`config.mk`:
```
export PLATFORM = sky130hd
export DESIGN_NAME = picorv32_wb_bridge
export DESIGN_NICKNAME = d
export VERILOG_FILES = /design/src/rtl/picorv32_wb_bridge.sv
export SDC_FILE = /design/constraint.sdc
export NUM_CORES = 1
export LEC_CHECK = 0
export BUFFER_PORTS_ARGS = -buffer_cell sky130_fd_sc_hd__buf_2
export CAP_MARGIN = 20
export CORE_ASPECT_RATIO = 1.4
export CORE_MARGIN = 2
export CORE_UTILIZATION = 45
export CTS_BUF_LIST = sky130_fd_sc_hd__clkbuf_2
export CTS_CLUSTER_DIAMETER = 50
export DETAILED_ROUTE_END_ITERATION = 10
export PLACE_DENSITY = 0.81
export SLEW_MARGIN = 5
export SYNTH_ARGS = -nofsm -noshare
export SYNTH_HDL_FRONTEND = slang
export SYNTH_SLANG_ARGS = --single-unit
```
`constraint.sdc`:
```
create_clock -name wb_clk_i -period 2.5 [get_ports wb_clk_i]
set_input_delay 0.125 -clock wb_clk_i [delete_from_list [all_inputs] [get_ports wb_clk_i]]
set_output_delay 0.125 -clock wb_clk_i [all_outputs]
set_load 0.01 [all_outputs]
```
`src/rtl/picorv32_wb_bridge.sv`:
```
// Bridges the picorv32 native memory interface to a classic-cycle Wishbone master.
// One single-beat transfer per request, with bounded retry and error/timeout termination.
module picorv32_wb_bridge #(
    parameter int unsigned TIMEOUT_CYCLES = 255,
    parameter int unsigned RTY_LIMIT      = 3,
    parameter logic [31:0] ERR_RDATA      = 32'hDEAD_BEEF
) (
    input  logic        wb_clk_i,
    input  logic        wb_rst_n_i,
    input  logic        mem_valid_i,
    input  logic        mem_instr_i,
    input  logic [31:0] mem_addr_i,
    input  logic [31:0] mem_wdata_i,
    input  logic [3:0]  mem_wstrb_i,
    output logic        mem_ready_o,
    output logic [31:0] mem_rdata_o,
    output logic [31:0] wbm_adr_o,
    output logic [31:0] wbm_dat_o,
    output logic [3:0]  wbm_sel_o,
    output logic        wbm_we_o,
    output logic        wbm_cyc_o,
    output logic        wbm_stb_o,
    output logic [2:0]  wbm_cti_o,
    output logic [1:0]  wbm_bte_o,
    input  logic [31:0] wbm_dat_i,
    input  logic        wbm_ack_i,
    input  logic        wbm_err_i,
    input  logic        wbm_rty_i,
    output logic        bus_err_o,
    output logic [31:0] err_addr_o,
    output logic [2:0]  err_cause_o
);
    localparam logic [15:0] TmoLast  = 16'(TIMEOUT_CYCLES - 1);
    localparam logic [3:0]  RtyMax   = 4'(RTY_LIMIT);
    localparam logic [1:0]  CauseErr = 2'b01;
    localparam logic [1:0]  CauseTmo = 2'b10;
    localparam logic [1:0]  CauseRty = 2'b11;

    typedef enum logic [1:0] {StIdle, StBus, StBackoff, StDone} state_e;

    state_e      state;
    logic        req_instr;
    logic [15:0] tmo_cnt;
    logic [3:0]  rty_cnt;
    logic        fail;
    logic [1:0]  fail_cause;

    assign wbm_cti_o = 3'b000;
    assign wbm_bte_o = 2'b00;

    // Failure decode for the BUS state; err outranks ack, ack outranks rty.
    always_comb begin
        fail       = 1'b0;
        fail_cause = CauseErr;
        if (wbm_err_i) begin
            fail = 1'b1;
        end else if (!wbm_ack_i && wbm_rty_i && (rty_cnt >= RtyMax)) begin
            fail       = 1'b1;
            fail_cause = CauseRty;
        end else if (!wbm_ack_i && !wbm_rty_i && (tmo_cnt == TmoLast)) begin
            fail       = 1'b1;
            fail_cause = CauseTmo;
        end
    end

    always_ff @(posedge wb_clk_i or negedge wb_rst_n_i) begin
        if (!wb_rst_n_i) begin
            state       <= StIdle;
            req_instr   <= 1'b0;
            tmo_cnt     <= 16'd0;
            rty_cnt     <= 4'd0;
            wbm_adr_o   <= 32'd0;
            wbm_dat_o   <= 32'd0;
            wbm_sel_o   <= 4'd0;
            wbm_we_o    <= 1'b0;
            wbm_cyc_o   <= 1'b0;
            wbm_stb_o   <= 1'b0;
            mem_ready_o <= 1'b0;
            mem_rdata_o <= 32'd0;
            bus_err_o   <= 1'b0;
            err_addr_o  <= 32'd0;
            err_cause_o <= 3'd0;
        end else begin
            mem_ready_o <= 1'b0;
            bus_err_o   <= 1'b0;
            unique case (state)
                StIdle: begin
                    if (mem_valid_i) begin
                        wbm_adr_o <= mem_addr_i;
                        wbm_dat_o <= mem_wdata_i;
                        wbm_we_o  <= |mem_wstrb_i;
                        wbm_sel_o <= (mem_wstrb_i == 4'd0) ? 4'hF : mem_wstrb_i;
                        req_instr <= mem_instr_i;
                        wbm_cyc_o <= 1'b1;
                        wbm_stb_o <= 1'b1;
                        tmo_cnt   <= 16'd0;
                        rty_cnt   <= 4'd0;
                        state     <= StBus;
                    end
                end
                StBus: begin
                    if (fail) begin
                        wbm_cyc_o   <= 1'b0;
                        wbm_stb_o   <= 1'b0;
                        mem_ready_o <= 1'b1;
                        bus_err_o   <= 1'b1;
                        mem_rdata_o <= wbm_we_o ? 32'd0 : ERR_RDATA;
                        err_addr_o  <= wbm_adr_o;
                        err_cause_o <= {req_instr, fail_cause};
                        state       <= StDone;
                    end else if (wbm_ack_i) begin
                        wbm_cyc_o   <= 1'b0;
                        wbm_stb_o   <= 1'b0;
                        mem_ready_o <= 1'b1;
                        mem_rdata_o <= wbm_we_o ? 32'd0 : wbm_dat_i;
                        state       <= StDone;
                    end else if (wbm_rty_i) begin
                        rty_cnt   <= rty_cnt + 4'd1;
                        wbm_cyc_o <= 1'b0;
                        wbm_stb_o <= 1'b0;
                        state     <= StBackoff;
                    end else if (tmo_cnt != 16'hFFFF) begin
                        tmo_cnt <= tmo_cnt + 16'd1;
                    end
                end
                StBackoff: begin
                    wbm_cyc_o <= 1'b1;
                    wbm_stb_o <= 1'b1;
                    tmo_cnt   <= 16'd0;
                    state     <= StBus;
                end
                StDone: begin
                    // picorv32 still presents the completed request this cycle
                    state <= StIdle;
                end
                default: state <= StIdle;
            endcase
        end
    end
endmodule

```
==> impl_metrics.toml, run 1 <==
[placement]
gp_congestion = 0.827
place_ws_ps = 202
dp_cells = 968
io_buffers = 246
dp_hpwl_um = 11700

[routing]
via_count = 5956
routed_wl_um = 20000
drc = 0
drtIter0Drc = 369
ant_nets = 0
wl_per_cell_um = 17.9
viasPerCell = 5.34
drt_pass1_iterations = 5

[clock_tree]
post_cts_buffers = 0
cts.sink_count = 162
cts_tree = "done"
clk_latency_ps = 730
clockRootBuffer = "clkbuf_2"
htreeDepth = 4
clockBufferDepth = 2
clk_transition_reported_paths_ps = 310
cts_buffers = 17

[floorplan]
die_area_mm2 = 0.0162
pin_count = 252
core_mm2 = 0.0149
initial_core_util_pct = 45.8
die_h_um = 150
fp.dieW_um = 108
rows = 53

[setup_path]
cp_slowest_cell = "dfrtp_1"
worst_ep_required_time_ps = 3100
cp_cell_sequence = "inv_1 -> ha_1 -> nor4b_1 -> nand3_1 -> o21ai_4 -> o21ai_2 -> buf_4 -> a22o_1"
worstPathMaxFanout = 25
critPathLaunch = "tmo_cnt[0]"
worst_setup_path_start_kind = "flop"
crit_path_end_kind = "flop"
r2r_start = "tmo_cnt[0]"
critPathKind = "reg2reg"
slowest_delay_ps = 490
critPathArrivalTime_ps = 2940

[synthesis]
ys_ff_latch = 162
synth.avg_cell_area_um2 = 12.4
yosysUniqueCellTypes = 52
seq_area_frac_synth_pct = 59.3
synth_edf_count = 0
yosysWarnings = 0
synthArstFlopShare_pct = 100
synthFlopType = "dfrtp_1"
syn_inst = 550
syn-cell-area_mm2 = 0.00684

[global_routing]
grt_usage_pct = 24.6
overflow = 0
grt_start_max_net_pins = 80
grt_pass1_vias = 6134
grt_pass1_wl_um = 31100
antenna_found_initial = 1

[outcome]
outcome = "completed"

[timing]
max_clock_freq_mhz = 427
clock_skew_ps = 58.5
whs_ps = 126
setup_viol = 0
min_period_over_period_pct = 93.7
tns_ps = 0
final.min_clock_period_ps = 2340
final-hold-violation-count = 0
drv_slew = 0
maxSlewHeadroom_pct = 54.0
layout_setup_ws_ps = 158
worst_pin_slew_ps = 689
grt_setup_unrepaired = "no"

[min_path]
hold_path.class = "in2reg"
hp-start = "mem_wdata_i[30]"

[layout]
syn2layout_area_growth_pct = 42.1
most-common-layout-cells = "buf_2 (245), dfrtp_1 (162), dlygate4sd3_1 (114)"
fillers = 1056
drive_gt1_share_pct = 41.8
finalNonFillerCells = 1115
fin_nets = 1019
final_common_cell = "buf_2"

[power_and_ir_drop]
p_leak_nw = 4.69
irDropWorstVdd_mv = 0.749
p_per_area_mw_per_mm2 = 1090

[run]
max-cap-violations = 0
==> path summary, 6_finish.rpt <==
check | cells past startpoint | to | slack (ps)
max | 8 | mem_rdata_o[31] | 160
min | 3 | wbm_dat_o[30] | 130
max reg2reg | 8 | mem_rdata_o[31] | 160
min reg2reg | 1 | err_cause_o[2] | 500
max in group asynchronous | 4 | err_addr_o[8] | 1270
min in group asynchronous | 3 | mem_rdata_o[9] | 490
==> state kept, by name (all words and copies together) (netlist names), 2 cells and up <==
register,flops
err_addr_o,32
tmo_cnt,16
err_cause_o,3
wbm_sel_o,4
rty_cnt,4
wbm_adr_o,32
wbm_dat_o,32
mem_rdata_o,32
state,2
==> layout make-up <==
type / instances / area [µm²] / area share [%]
Inverter: 5 / 18.8 / 0.193
Clock buffer: 17 / 85.1 / 0.876
Tap cell: 192 / 240 / 2.47
Sequential cell: 162 / 4050 / 41.7
Clock inverter: 15 / 186 / 1.92
Antenna cell: 1 / 2.50 / 0.0258
Multi-Input combinational cell: 350 / 2590 / 26.7
Timing Repair Buffer: 373 / 2540 / 26.1
==> logic make-up after synthesis <==
kind of cell | after synthesis | share of synthesized area (%)
other | 1 | 0.0548
AND/OR/NAND/NOR | 146 | 10.2
AO/OA/AOI/OAI | 95 | 9.86
adder cells (fa/ha/maj) | 3 | 0.549
buffers and inverters | 42 | 3.44
multiplexers | 101 | 16.6
flip-flops | 162 | 59.3
==> where the power goes <==
group / internal [mW] / leakage (nW) / switching [mW]
logic: 2.18 / 2.51 / 2.25
registers: 3.78 / 2.01 / 0.788
clock network: 0.434 / 0.161 / 1.12
total: 6.40 / 4.69 / 4.15
==> stage by stage <==
step	cell area, µm²	util (%)	total power, mW
6_report	9720	65.1	10.5
5_1_grt	9720	65.1	11.2
4_1_cts	9710	65.1	10.4
3_5_place_dp	8290	55.6	8.72
3_3_place_gp	8290	55.6	8.54
2_1_floorplan	6850	-	6.89
==> critical path: cells and delay by family, from the launching register on <==
family | cells | cell delay [ps]
AO/OA/AOI/OAI | 3 | 660
AND/OR/NAND/NOR | 2 | 650
flip-flops | 1 | 490
buffers and inverters | 2 | 290
adder cells (fa/ha/maj) | 1 | 130
==> metal layers <==
| metal | part of all wire (%) | routed length (µm) | vias up | GRT usage, % |
|---|---|---|---|---|
| met5 | 0 | 0 | - | 0 |
| met4 | 3.0 | 590 | 0 | 9.74 |
| met3 | 8.5 | 1710 | 51 | 7.84 |
| met2 | 52 | 10400 | 317 | 42.9 |
| met1 | 36 | 7280 | 2908 | 27.9 |
| li1 | - | - | 2680 | - |
==> synth_stat cells, types with 2 or more instances <==
master    number  area share [%]
clkbuf_1      11            0.60
nand2_1       72             4.0
ha_1           3            0.55
and2_1         2            0.18
a22o_1        24             3.1
nor3_1         8            0.59
nand4_2        2            0.37
o21ai_1        6            0.44
buf_1          2            0.11
nor2_1        18            0.99
dfrtp_1      162              59
nand4_1        3            0.27
nor2b_1       13             1.2
o21ai_0       12            0.88
o21ai_2        2            0.26
or4_1          4            0.44
a41oi_1        4            0.51
nor4_1         4            0.37
buf_4          9            0.99
o211ai_1       4            0.44
a21oi_1       18             1.3
mux2_1        16             2.6
inv_1          5            0.27
o31ai_1        6            0.66
buf_2         11            0.80
o41a_1         2            0.33
or3_1          3            0.27
mux2_2        83              14
buf_6          4            0.66
a31oi_1        7            0.64
mux2i_1        2            0.29
nand3_1        8            0.59
==> what timing repair did <==
item,in CTS,in global routing
endpoints found under the hold margin,283,0
gates resized for setup,0,1
endpoints found under the setup margin,0,3
hold buffers,114,0
No activity file was read; power rests on OpenSTA's default activity.
==> inputs of run 2 (changes only) <==
- GPL_TIMING_DRIVEN: unset -> 0
==> run 2 against run 1 <==
Combinational power rose by 2%. Worst setup slack worse by 8.0 ps. Wire length is 1.5% higher. Sequential power is essentially flat. Final area up 0.15%. Largest power group unchanged. Flip-flop and latch count unchanged. Highest routed layer unchanged.
==> impl_metrics.toml, run 2 (synthesized netlist as in run 1, its figures left out) <==
[outcome]
outcome = "completed"

[timing]
drv_slew = 0
min_period_over_period_pct = 94.0
final.min_clock_period_ps = 2350
tns_ps = 0
layout_setup_ws_ps = 150
max_clock_freq_mhz = 426
clock_skew_ps = 54.5
maxSlewHeadroom_pct = 34.6
final-hold-violation-count = 0
worst_pin_slew_ps = 971
setup_viol = 0
grt_setup_unrepaired = "no"

[placement]
gp_congestion = 0.831
io_buffers = 246
place_ws_ps = 74.1
dp_hpwl_um = 12600
dp_cells = 994

[min_path]
hold_path.class = "in2reg"

[power_and_ir_drop]
p_leak_nw = 4.74
comb_power_share_pct = 43.1
seq_power_share_pct = 43.6
irDropWorstVdd_mv = 0.708
p_clk_share_pct = 13.2
internal_power_mw = 6.29
power.net_switching_mw = 4.12
swShare_pct = 39.6
power_mw = 10.4
p_per_area_mw_per_mm2 = 1070

[floorplan]
core_mm2 = 0.0149
die_area_mm2 = 0.0162
fp.dieW_um = 108
rows = 53
pin_count = 252
initial_core_util_pct = 45.8
die_h_um = 150

[routing]
via_count = 6021
wl_per_cell_um = 17.8
drt_pass1_iterations = 6
viasPerCell = 5.29
drtIter0Drc = 267
ant_nets = 0
routed_wl_um = 20300
drc = 0

[global_routing]
grt_start_max_net_pins = 89
grt_pass1_wl_um = 31600
overflow = 0
antenna_found_initial = 1
grt_pass1_vias = 6398
grt_usage_pct = 25.0

[clock_tree]
clockRootBuffer = "clkbuf_2"
clk_latency_ps = 700
clockBufferDepth = 2
post_cts_buffers = 0
htreeDepth = 4
cts_buffers = 17
cts.sink_count = 162
cts_tree = "done"
clk_transition_reported_paths_ps = 290

[setup_path]
crit_end = "err_cause_o[1]"
worstPathMaxFanout = 7
critPathArrivalTime_ps = 2970
worst-r2r-setup-slack_ps = 150
critPathKind = "reg2reg"
reg2reg_depth = 8
worst_r2r_endpoint = "err_cause_o[1]"
crit_path_end_kind = "flop"
worst_setup_path_start_kind = "flop"
critPathLaunch = "tmo_cnt[0]"
worst_ep_required_time_ps = 3120
r2r_start = "tmo_cnt[0]"

[layout]
finalNonFillerCells = 1139
most-common-layout-cells = "buf_2 (256), dfrtp_1 (162), dlygate4sd3_1 (112)"
multi_input_area_mm2 = 0.00258
fin_nets = 1043
fillers = 1061
final_common_cell = "buf_2"
seq_area_mm2 = 0.00405
drive_gt1_share_pct = 41.9
syn2layout_area_growth_pct = 42.3

[run]
max-cap-violations = 0
-- run 2: cell type report --
class / count / area share [%]
Antenna cell: 1 / 0.0257
Buffer: 37 / 2.22
Clock buffer: 17 / 0.874
Clock inverter: 15 / 1.45
Inverter: 5 / 0.193
Multi-Input combinational cell: 350 / 26.5
Sequential cell: 162 / 41.7
Tap cell: 192 / 2.47
Timing Repair Buffer: 360 / 24.6
-- run 2: how the worst min path moves through the flow --
stage	startpoint	to	slack [ps]	cells past startpoint
floorplan	wb_rst_n_i	bus_err_o	-170	0
global placement	mem_addr_i[16]	wbm_adr_o[16]	360	2
detailed placement	wb_rst_n_i	bus_err_o	140	1
CTS	mem_wdata_i[16]	wbm_dat_o[16]	80	3
global route	mem_wdata_i[17]	wbm_dat_o[17]	80	3
finish	mem_wdata_i[17]	wbm_dat_o[17]	160	3
-- run 2: metrics by stage --
step	hold slack, ps	util [%]	instance area [µm²]
5_1_grt	75.5	65.2	9730
3_3_place_gp	356	55.8	8330
6_report	155	65.2	9730
4_1_cts	83.0	65.1	9720
3_5_place_dp	139	56.1	8370
2_1_floorplan	-171	-	6850
-- run 2: critical path, cell delays in order (launching register included) --
cell	delay [ps]
dfrtp_1	480
inv_1	80
ha_1	130
nor4b_1	260
nand3_1	300
o21ai_0	280
a21oi_1	100
a21oi_1	130
dlygate4sd3_1	560
-- run 2: timing repair --
action / CTS / global route
endpoints found under the hold margin: 284 / 0
hold buffers: 112 / 0
endpoints found under the setup margin: 0 / 18
gates resized for setup: 0 / 2
-- run 2: per-layer routing --
layer  global-route usage (%)  vias to the layer above  share of wire [%]
li1                         -                     2723                  -
met1                     27.1                     2954                 37
met5                        0                        -                  0
met3                     7.84                       43                8.1
met4                     8.97                        0                2.4
met2                     45.4                      301                 52
-- run 2: power groups by stage --
stage	Combinational, mW	Clock [mW]	Sequential, mW
floorplan	1.89	0	5.01
detailed placement	4.25	0	4.54
global placement	4.13	0	4.47
global route	4.83	1.53	4.69
finish	4.49	1.38	4.55
CTS	4.40	1.42	4.48
==> inputs of run 3 (changes only) <==
- CTS_BUF_LIST: sky130_fd_sc_hd__clkbuf_2 -> unset
==> run 3 against run 2 <==
Count of clock-buffer cells in the layout increased by 2. Total power increased by 11%. Cell count decreased by 3.4%. Fmax increased by 2.0%. Utilization decreased by 0.15 points. Worst setup slack improved by 46 ps. Die area unchanged. Clock skew decreased by 38 ps. Sequential power increased by 0.9%. Critical path depth unchanged. Critical endpoint is now err_addr_o[13].
==> impl_metrics.toml, run 3 (synthesized netlist as in run 1, its figures left out) <==
[outcome]
outcome = "completed"

[global_routing]
overflow = 0
grt_pass1_wl_um = 30400
grt_pass1_vias = 6194
antenna_found_initial = 0
grt_usage_pct = 24.0
grt_start_max_net_pins = 89

[layout]
antennaDiodeCount = 0
most-common-layout-cells = "buf_2 (256), dfrtp_1 (162), mux2_2 (83)"
fillers = 1109
final_core_util_pct = 65.1
seq_area_mm2 = 0.00405
fin_nets = 1005
syn2layout_area_growth_pct = 42.0
drive_gt1_share_pct = 43.8
final_common_cell = "buf_2"
multi_input_area_mm2 = 0.00258
final_cell_area_mm2 = 0.00971

[timing]
drv_slew = 0
max_clock_freq_mhz = 434
setup_viol = 0
layout_setup_ws_ps = 196
clock_skew_ps = 17.0
worst_pin_slew_ps = 975
whs_ps = 14.9
final.min_clock_period_ps = 2300
grt_setup_unrepaired = "no"
final-hold-violation-count = 0
maxSlewHeadroom_pct = 34.4
min_period_over_period_pct = 92.2

[clock_tree]
cts_tree = "done"
clk_latency_ps = 420
clockBufferDepth = 2
htreeDepth = 4
cts.sink_count = 162
clockRootBuffer = "clkbuf_16"
cts_buffers = 17
post_cts_buffers = 0
clk_transition_reported_paths_ps = 70

[min_path]
hp-start = "wbm_dat_i[22]"
hold_path.class = "in2reg"
hold_depth = 3
min_to = "mem_rdata_o[22]"

[power_and_ir_drop]
power_mw = 11.6
p_per_area_mw_per_mm2 = 1190
p_leak_nw = 4.72
irDropWorstVdd_mv = 0.767

[floorplan]
pin_count = 252
fp.dieW_um = 108
initial_core_util_pct = 45.8
core_mm2 = 0.0149
die_area_mm2 = 0.0162
rows = 53
die_h_um = 150

[routing]
ant_nets = 0
routed_wl_um = 19600
drc = 0
drtIter0Drc = 280
drt_pass1_iterations = 4
via_count = 5763
viasPerCell = 5.24
wl_per_cell_um = 17.8

[setup_path]
worstPathMaxFanout = 10
worst-r2r-setup-slack_ps = 200
critPathArrivalTime_ps = 2590
worst_r2r_endpoint = "err_addr_o[13]"
worst_ep_required_time_ps = 2790
r2r_start = "tmo_cnt[0]"
critPathKind = "reg2reg"
reg2reg_depth = 8
worst_setup_path_start_kind = "flop"
crit_path_end_kind = "flop"

[run]
max-cap-violations = 0

[placement]
place_ws_ps = 74.1
placed_area_mm2 = 0.00837
dp_hpwl_um = 12600
gp_congestion = 0.831
io_buffers = 246
[run 3: changes by cell type in the layout (fill, tap and decap cells not counted)]
cell and delta:
dlygate4sd3_1 -38, clkbuf_16 +17, diode_2 -1, clkbuf_2 -17
clkinv_1 -2, clkbuf_8 +2
[run 3: layout make-up]
cell class                 count  share of cell area, %
multi-input combinational    350                   26.5
clock inverter                13                   1.38
inverter                       5                  0.193
sequential                   162                   41.8
timing repair buffer         322                   20.8
tap                          192                   2.47
buffer                        37                   2.23
clock buffer                  19                   4.66
[run 3: worst max-delay path by stage]
stage | start | endpoint | slack, ps | cells past startpoint
2_1_floorplan | rty_cnt[0] | tmo_cnt[13] | 470 | 8
3_3_place_gp | wb_rst_n_i | err_addr_o[6] | -1170 | 1
3_5_place_dp | state[0] | wbm_adr_o[24] | 70 | 4
4_1_cts | state[0] | wbm_adr_o[26] | 60 | 4
5_1_grt | tmo_cnt[0] | err_addr_o[13] | 50 | 8
6_report | tmo_cnt[0] | err_addr_o[13] | 200 | 8
[run 3: per-layer routing]
metal  track usage, %  vias to the layer above  routed length (µm)
met2             44.0                      254               10200
li1                 -                     2647                   -
met3             7.06                       24                1480
met5                0                        -                   0
met4             8.01                        0                 342
met1             26.2                     2838                7500
[run 3: where the power goes]
part / internal, mW / total (mW) / switching [mW]
Combinational: 2.15 / 4.41 / 2.26
Clock: 1.39 / 2.58 / 1.19
Sequential: 3.80 / 4.59 / 0.781
[run 3: per-stage QoR]
stage | TNS, ps | std cells
2_1_floorplan | 0 | 554
3_3_place_gp | -189760 | 992
3_5_place_dp | 0 | 994
4_1_cts | 0 | 1100
5_1_grt | 0 | 1100
6_report | 0 | 1100
[run 3: worst max-delay path, stage by stage (launching register included)]
cell     delay (ps)
dfrtp_1         430
inv_1            80
ha_1            130
nor4b_1         250
nand3_1         300
o22ai_2         260
buf_6           200
buf_6           180
mux2_1          350
[run 3: timing repair]
item,4_1_cts,5_1_grt
endpoints found under the hold margin,148,0
resized for setup,0,2
hold buffers,74,0
setup endpoints to repair,0,17
